**src/rtl/cpu_ctrl_fsm.sv**
```systemverilog
// cpu_ctrl_fsm - sequencing controller for the 5-bit-address accumulator CPU.
//
// Steps each instruction through eight phases (instruction address/fetch/load,
// idle, operand address/fetch, ALU op, store), handles HLT/SKZ/JMP control flow
// and optionally stalls the two fetch phases on slow memory.
//
// Parameters:
//   STALL_EN  1 = hold INST_FETCH / OP_FETCH while mem_rdy is low,
//             0 = mem_rdy ignored (single-cycle memory)
//
// Optional build macro:
//   CPU_CTRL_STEP_EN  adds input 'step'; after STORE the FSM parks in PAUSE
//                     until step=1, giving one instruction per step pulse.
//
// Ports:
//   clk      in   system clock, all state changes on the rising edge
//   rst      in   synchronous active-low reset
//   opcode   in   [2:0] instruction opcode (IR[7:5])
//   zero     in   accumulator-zero flag
//   mem_rdy  in   memory data valid, used only in the fetch phases
//   run      in   pulse that resumes execution from HALTED
//   step     in   (CPU_CTRL_STEP_EN only) releases PAUSE
//   sel      out  address mux select, 1 = PC, 0 = IR operand
//   rd       out  memory read enable
//   ld_ir    out  load instruction register
//   inc_pc   out  PC increment enable
//   ld_pc    out  PC parallel load
//   ld_ac    out  load accumulator
//   wr       out  memory write strobe
//   data_e   out  accumulator drives data bus
//   halt     out  high while halted
//   phase    out  [2:0] current phase for debug/trace

module cpu_ctrl_fsm #(
    parameter int unsigned STALL_EN = 1
) (
    input  logic       clk,
    input  logic       rst,
    input  logic [2:0] opcode,
    input  logic       zero,
    input  logic       mem_rdy,
    input  logic       run,
`ifdef CPU_CTRL_STEP_EN
    input  logic       step,
`endif
    output logic       sel,
    output logic       rd,
    output logic       ld_ir,
    output logic       inc_pc,
    output logic       ld_pc,
    output logic       ld_ac,
    output logic       wr,
    output logic       data_e,
    output logic       halt,
    output logic [2:0] phase
);

    localparam logic [2:0] OpHlt = 3'd0;
    localparam logic [2:0] OpSkz = 3'd1;
    localparam logic [2:0] OpAdd = 3'd2;
    localparam logic [2:0] OpAnd = 3'd3;
    localparam logic [2:0] OpXor = 3'd4;
    localparam logic [2:0] OpLda = 3'd5;
    localparam logic [2:0] OpSto = 3'd6;
    localparam logic [2:0] OpJmp = 3'd7;

    // Phase states use their phase number as encoding so phase = state[2:0].
    typedef enum logic [3:0] {
        StInstAddr  = 4'd0,
        StInstFetch = 4'd1,
        StInstLoad  = 4'd2,
        StIdle      = 4'd3,
        StOpAddr    = 4'd4,
        StOpFetch   = 4'd5,
        StAluOp     = 4'd6,
        StStore     = 4'd7,
        StHalted    = 4'd8,
        StPause     = 4'd9
    } state_e;

    state_e state_q;
    logic   mem_wait;
    logic   alu_op;

    assign mem_wait = (STALL_EN != 0) && !mem_rdy;
    assign alu_op   = (opcode == OpAdd) || (opcode == OpAnd) ||
                      (opcode == OpXor) || (opcode == OpLda);

    always_ff @(posedge clk) begin
        if (!rst) begin
            state_q <= StInstAddr;
        end else begin
            case (state_q)
                StInstAddr:  state_q <= StInstFetch;
                StInstFetch: if (!mem_wait) state_q <= StInstLoad;
                StInstLoad:  state_q <= StIdle;
                StIdle:      state_q <= StOpAddr;
                StOpAddr:    state_q <= (opcode == OpHlt) ? StHalted : StOpFetch;
                StOpFetch:   if (!mem_wait) state_q <= StAluOp;
                StAluOp:     state_q <= StStore;
`ifdef CPU_CTRL_STEP_EN
                StStore:     state_q <= StPause;
                StPause:     if (step) state_q <= StInstAddr;
`else
                StStore:     state_q <= StInstAddr;
`endif
                StHalted:    if (run) state_q <= StInstAddr;
                default:     state_q <= StInstAddr;
            endcase
        end
    end

    // Outputs decode (state, opcode, zero) combinationally.
    always_comb begin
        sel    = 1'b0;
        rd     = 1'b0;
        ld_ir  = 1'b0;
        inc_pc = 1'b0;
        ld_pc  = 1'b0;
        ld_ac  = 1'b0;
        wr     = 1'b0;
        data_e = 1'b0;
        halt   = 1'b0;
        phase  = state_q[2:0];
        case (state_q)
            StInstAddr: begin
                sel = 1'b1;
            end
            StInstFetch: begin
                sel = 1'b1;
                rd  = 1'b1;
            end
            StInstLoad, StIdle: begin
                sel   = 1'b1;
                rd    = 1'b1;
                ld_ir = 1'b1;
            end
            StOpAddr: begin
                inc_pc = 1'b1;
                halt   = (opcode == OpHlt);
            end
            StOpFetch: begin
                rd = alu_op;
            end
            StAluOp: begin
                rd     = alu_op;
                inc_pc = (opcode == OpSkz) && zero;
                ld_pc  = (opcode == OpJmp);
                data_e = (opcode == OpSto);
            end
            StStore: begin
                rd     = alu_op;
                ld_ac  = alu_op;
                ld_pc  = (opcode == OpJmp);
                wr     = (opcode == OpSto);
                data_e = (opcode == OpSto);
            end
            StHalted: begin
                halt  = 1'b1;
                phase = 3'd4;
            end
            default: begin
                // PAUSE (and any unreachable code): all strobes off
                phase = 3'd0;
            end
        endcase
    end

endmodule
```
**config.mk**
```make
export PLATFORM = sky130hd
export DESIGN_NAME = cpu_ctrl_fsm
export DESIGN_NICKNAME = d
export VERILOG_FILES = /design/src/rtl/cpu_ctrl_fsm.sv
export SDC_FILE = /design/constraint.sdc
export NUM_CORES = 1
export LEC_CHECK = 0
export BUFFER_PORTS_ARGS = -buffer_cell sky130_fd_sc_hd__buf_2
export CAP_MARGIN = 25
export CORE_AREA = 2 2 39 41
export CTS_CLUSTER_DIAMETER = 30
export DETAILED_ROUTE_END_ITERATION = 12
export DIE_AREA = 0 0 41 43
export PLACE_DENSITY = 0.5
export SLEW_MARGIN = 15
export SYNTH_ARGS = -nofsm -noshare
export SYNTH_HDL_FRONTEND = slang
export SYNTH_SLANG_ARGS = --single-unit
```
**constraint.sdc**
```tcl
create_clock -name clk -period 0.99 [get_ports clk]
set_input_delay 0.0495 -clock clk [delete_from_list [all_inputs] [get_ports clk]]
set_output_delay 0.0495 -clock clk [all_outputs]
set_load 0.01 [all_outputs]
```
# Yosys cells after proc, flatten, opt, wreduce, memory -nomap -nowiden
# Cells that the tools add are included.
[word_totals]
reg_bits = 4
latchBits = 0
ram_bits = 0
romBits = 0
input_bits = 8
word_cells = 47
mem_count = 0
[classes]
n_addsub = 0
n_mul = 0
div = 0
n_lt_le_gt_ge = 0
eq_ne = 18
shifts = 0
n_mux = 15
n_bitwise = 0
reduce_logical = 13
[op_table]
columns = ["cell", "n"]
rows = [
  ["$pmux 4 s8", 1],
  ["$eq 4x3->1 const B", 4],
  ["$mux 4", 4],
  ["$eq 3x3->1 const B", 4],
  ["$eq 4x2->1 const B", 2],
  ["$reduce_or 8->1", 1],
  ["$eq 3x2->1 const B", 2],
  ["$mux 1", 6],
  ["$ne 2x2->1 const B", 3],
  ["$pmux 1 s2", 3],
  ["$pmux 3 s2", 1],
  ["$reduce_or 3->1", 2],
  ["$eq 4x1->1 const B", 1],
  ["$eq 4x4->1 const B", 1],
  ["$logic_not 4->1", 1],
  ["$reduce_or 2->1", 2],
  ["$reduce_or 4->1", 1],
  ["$eq 3x1->1 const B", 1],
  ["$logic_not 3->1", 1],
  ["$logic_or 1x1->1", 3],
  ["$reduce_and 3->1", 1],
  ["$logic_and 1x1->1", 1],
]

# Logic depth before layout (Yosys ltp)
[depth]
depth_word = 5
mapped_depth = 4

# Least setup slack after synthesis
# OpenSTA, ideal clock, no wires.
[synth_path]
path_type = "reg-to-output"
start = "reg state_q[2]"
end = "out wr"
arrival_time_ns = 1.072
t_required_ns = 0.941
setup_slack_ns = -0.132
stages_incl_launch_ff = 4
n_path_buf = 0
cell_sequence = "dfxtp_1 nand2b_4 nor4b_4 and2_1"
[synth_via]
elab_chain_cells = 2
[synth_lines]
columns = ["item", "line_no", "source"]
rows = [
  ["start: declaration", "81", "state_e state_q;"],
  ["start signal: assignment", "91", "state_q <= StInstAddr;"],
  ["start signal: assignment", "94", "StInstAddr: state_q <= StInstFetch;"],
  ["start signal: assignment", "95", "StInstFetch: if (!mem_wait) state_q <= StInstLoad;"],
  ["$eq 4x3->1", "125", "case (state_q)"],
  ["$mux 1", "125", ""],
  ["end: declaration", "52", "output logic wr,"],
]
# Every way passes these cells.

# Worst setup path in the final report
[layout_path]
start = "reg state_q[3]"
end = "out wr"
# The elaborated chain is that of the path after synthesis.

==> summary.md <==
| Metric | Value |
|---|---|
| Outcome | finished, violations left |
| Violated checks | negative setup slack |
| Cells along the critical path | nand2b_4 > nor4b_4 > and2_4 > buf_6 |
| Yosys reg bits | 4 |
| Post-route clock period utilization | 129% |
| CP Launch Type | flip-flop |
| Setup TNS | -1970 ps |
| Max VDD drop | 0.000432 V |
| Setup Skew | around 4.7 ps |
| Largest register by flop count | state_q |
| Endpoints failing setup | 13 |
| Clk Latency, worst-skew pair | about 240 ps |
| Design Area, Final | roughly 630 sq um |
| Detailed Place HPWL | around 760 um |
| Largest net degree at the start of global routing | 7 |
| Worst EP required | approximately 940 ps |
| Core Region | approximately 1400 sq um |
| CTS tree | yes |
| Hold path cells | 2 |
| Clock buffer depth | 2 |
| GRT met1 Usage | between 10% and 20% |
| Fraction of layout cells with a size suffix above 1 | 64.8% |
| H-tree levels | 1 |
| Max-slew violations | 0 |
| Placed Cells | 83 |
| Maxcap violations | 0 |
| Total track usage | roughly 14% |
| Most frequent cells in the layout | buf_2, buf_6, buf_4 |
| DR iter-0 viols | 14 |
| Pleak | between 0.3 and 0.4 nW |
| CP endpoint kind | primary output |
| Via density | approximately 4.6 |
| Initial Util | 23.8% |
| RePlAce Congestion | 0.731 |
| Largest register FFs | 4 |
| DIE HEIGHT | between 40 and 50 um |
| First drt pass iteration count | 4 |
| Congestion Overflow GR | 0 |
| Worst path depth | 4 |
| Cell family with most CP delay | simple AND/OR/NAND/NOR gates |
| Met3 Track Usage GR | 6.28% |
| Min Tclk post-route | about 1300 ps |
| Dpl cell area | between 500 and 600 sq um |
| WS Path Type | flip-flop to primary output |
| Mapped Cells | between 40 and 50 |
| Nets | around 80 |
| Grt peak-use layer | met2 |
| Reg clk slew, reported paths | about 40 ps |
| First-pass GRT wire length | 1670 um |
| CTS Hold Buffers Added | 0 |
| Final WS setup | -287 ps |
| WL/cell | ~12 um |
| Worst reg2reg path depth | 4 |
| Relative slew slack | between 70% and 80% |
| Fmax | roughly 0.78 GHz |
| Warnings, synthesis | 0 |
| Clock Tree Root | clkbuf_4 |
| Least-Margin Pin Slew | roughly 410 ps |
| Ant. Diodes | 0 |
| Net count after synthesis | 49 |
| Number of distinct library cells after synthesis | 26 |
| DR vias | around 400 |
| Worst Path Max Fanout | 3 |
| Initial antenna violation count | 0 |
| Detail Route Antenna Nets | 0 |
| Die width | 41 um |
| FP Rows | 14 |
| Final Hold Fails | 0 |
| Tightest Hold Check Type | input port to flip-flop |
| Drc violations | 0 |
| CP arrival | 1230 ps |
| Area Overhead vs Synth | 92.0% |
| CP max stage delay | around 300 ps |
| Final wirelength | between 1000 and 1500 um |
| Commonest non-fill, non-tap cell in the layout | buf_2 |
| Cell Area, Synth | ~330 sq um |
| Met2 usage | a little over a fifth |
| Final hold slack | between 70 and 80 ps |
| CP bufs+invs | 1 |
| I/O Buffers | 19 |
| Power Density | between 900 and 1000 nW/um^2 |
| TritonCTS Sinks | 4 |
| Largest regs | state_q: 4 flops |
| Die area | ~1800 sq um |
| Number of global-route vias before repair | roughly 390 |
| Share of the yosys chip area belonging to registers | 24.3% |
| Fin cells | between 80 and 90 |
| Synth Area per Inst | approximately 8 sq um |
| IO Count | 20 |
| RSZ-0062 raised after global routing | true |
| Worst path slowest cell | dfxtp_1 |
| CTS Buf Count | 3 |
[cells by family (layout without fill, tap and decap cells)]
family / after synthesis / count (layout) / synth area share, %
simple gates: 25 / 25 / 50.6
compound gates: 8 / 8 / 16.0
flops: 4 / 4 / 24.3
xor+xnor: 2 / 2 / 5.32
buf+inv: 2 / 32 / 3.80
[cells in the mapped netlist (all sizes together)]
cell	number	area (sq um)
o31ai	1	7.51
buf	1	7.51
nand3	2	10.0
and2b	1	7.51
nor4b	1	23.8
a21oi	1	5.00
nor2	4	15.0
xor2	1	8.76
xnor2	1	8.76
nand3b	1	7.51
o22ai	1	6.26
nor2b	2	12.5
and3b	1	8.76
a211oi	2	15.0
nor3	2	10.0
nand2	2	7.51
nand2b	4	32.5
o21ai	2	10.0
and3	2	12.5
or3	1	6.26
a2bb2oi	1	8.76
and2	2	12.5
clkbuf	1	5.00
dfxtp	4	80.1
[final timing paths]
kind | end | slack, ps | startpoint
worst max register to register | state_q[2]$_SDFFE_PN0P_ | 0 | state_q[2]$_SDFFE_PN0P_
worst max-delay path | wr | -290 | state_q[3]$_SDFFE_PN0P_
worst min-delay path | state_q[3]$_SDFFE_PN0P_ | 70 | rst
worst min register to register | state_q[0]$_SDFFE_PN0P_ | 580 | state_q[2]$_SDFFE_PN0P_
[report_power, final]
part | leakage, nW | switching (mW) | internal, mW | total [mW]
registers | 0.0341 | 0.0133 | 0.170 | 0.183
logic | 0.256 | 0.0807 | 0.0984 | 0.179
clock network | 0.0138 | 0.0760 | 0.136 | 0.212
[repair_timing]
item | 4_1_cts | 5_1_grt
endpoints found under the hold margin | 0 | 0
pin swaps | 1 | 5
buffers inserted | 0 | 1
gates cloned | 0 | 0
setup endpoints to repair | 12 | 14
resized for setup | 12 | 10
[layout make-up]
class	count	area, sq um
fill	137	752
sequential	4	86.3
clock buffer	3	22.5
timing repair buffer	29	206
multi-input combinational	35	297
tap	16	20.0
[per-stage QoR]
step	total power [mW]	worst slack, ps	util, %
detailed placement	0.327	-55.9	36.3
finish	0.575	-287	45.7
global route	0.606	-336	45.7
CTS	0.554	-288	41.5
floorplan	0.254	-84.3	-
global placement	0.326	-34.6	36.3
[per-layer routing]
layer,part of all wire [%],wire (um)
met3,5.5,56
met5,0,0
met2,53,540
met4,0,0
met1,42,431
Note: power is estimated with default switching activity, not from simulation.
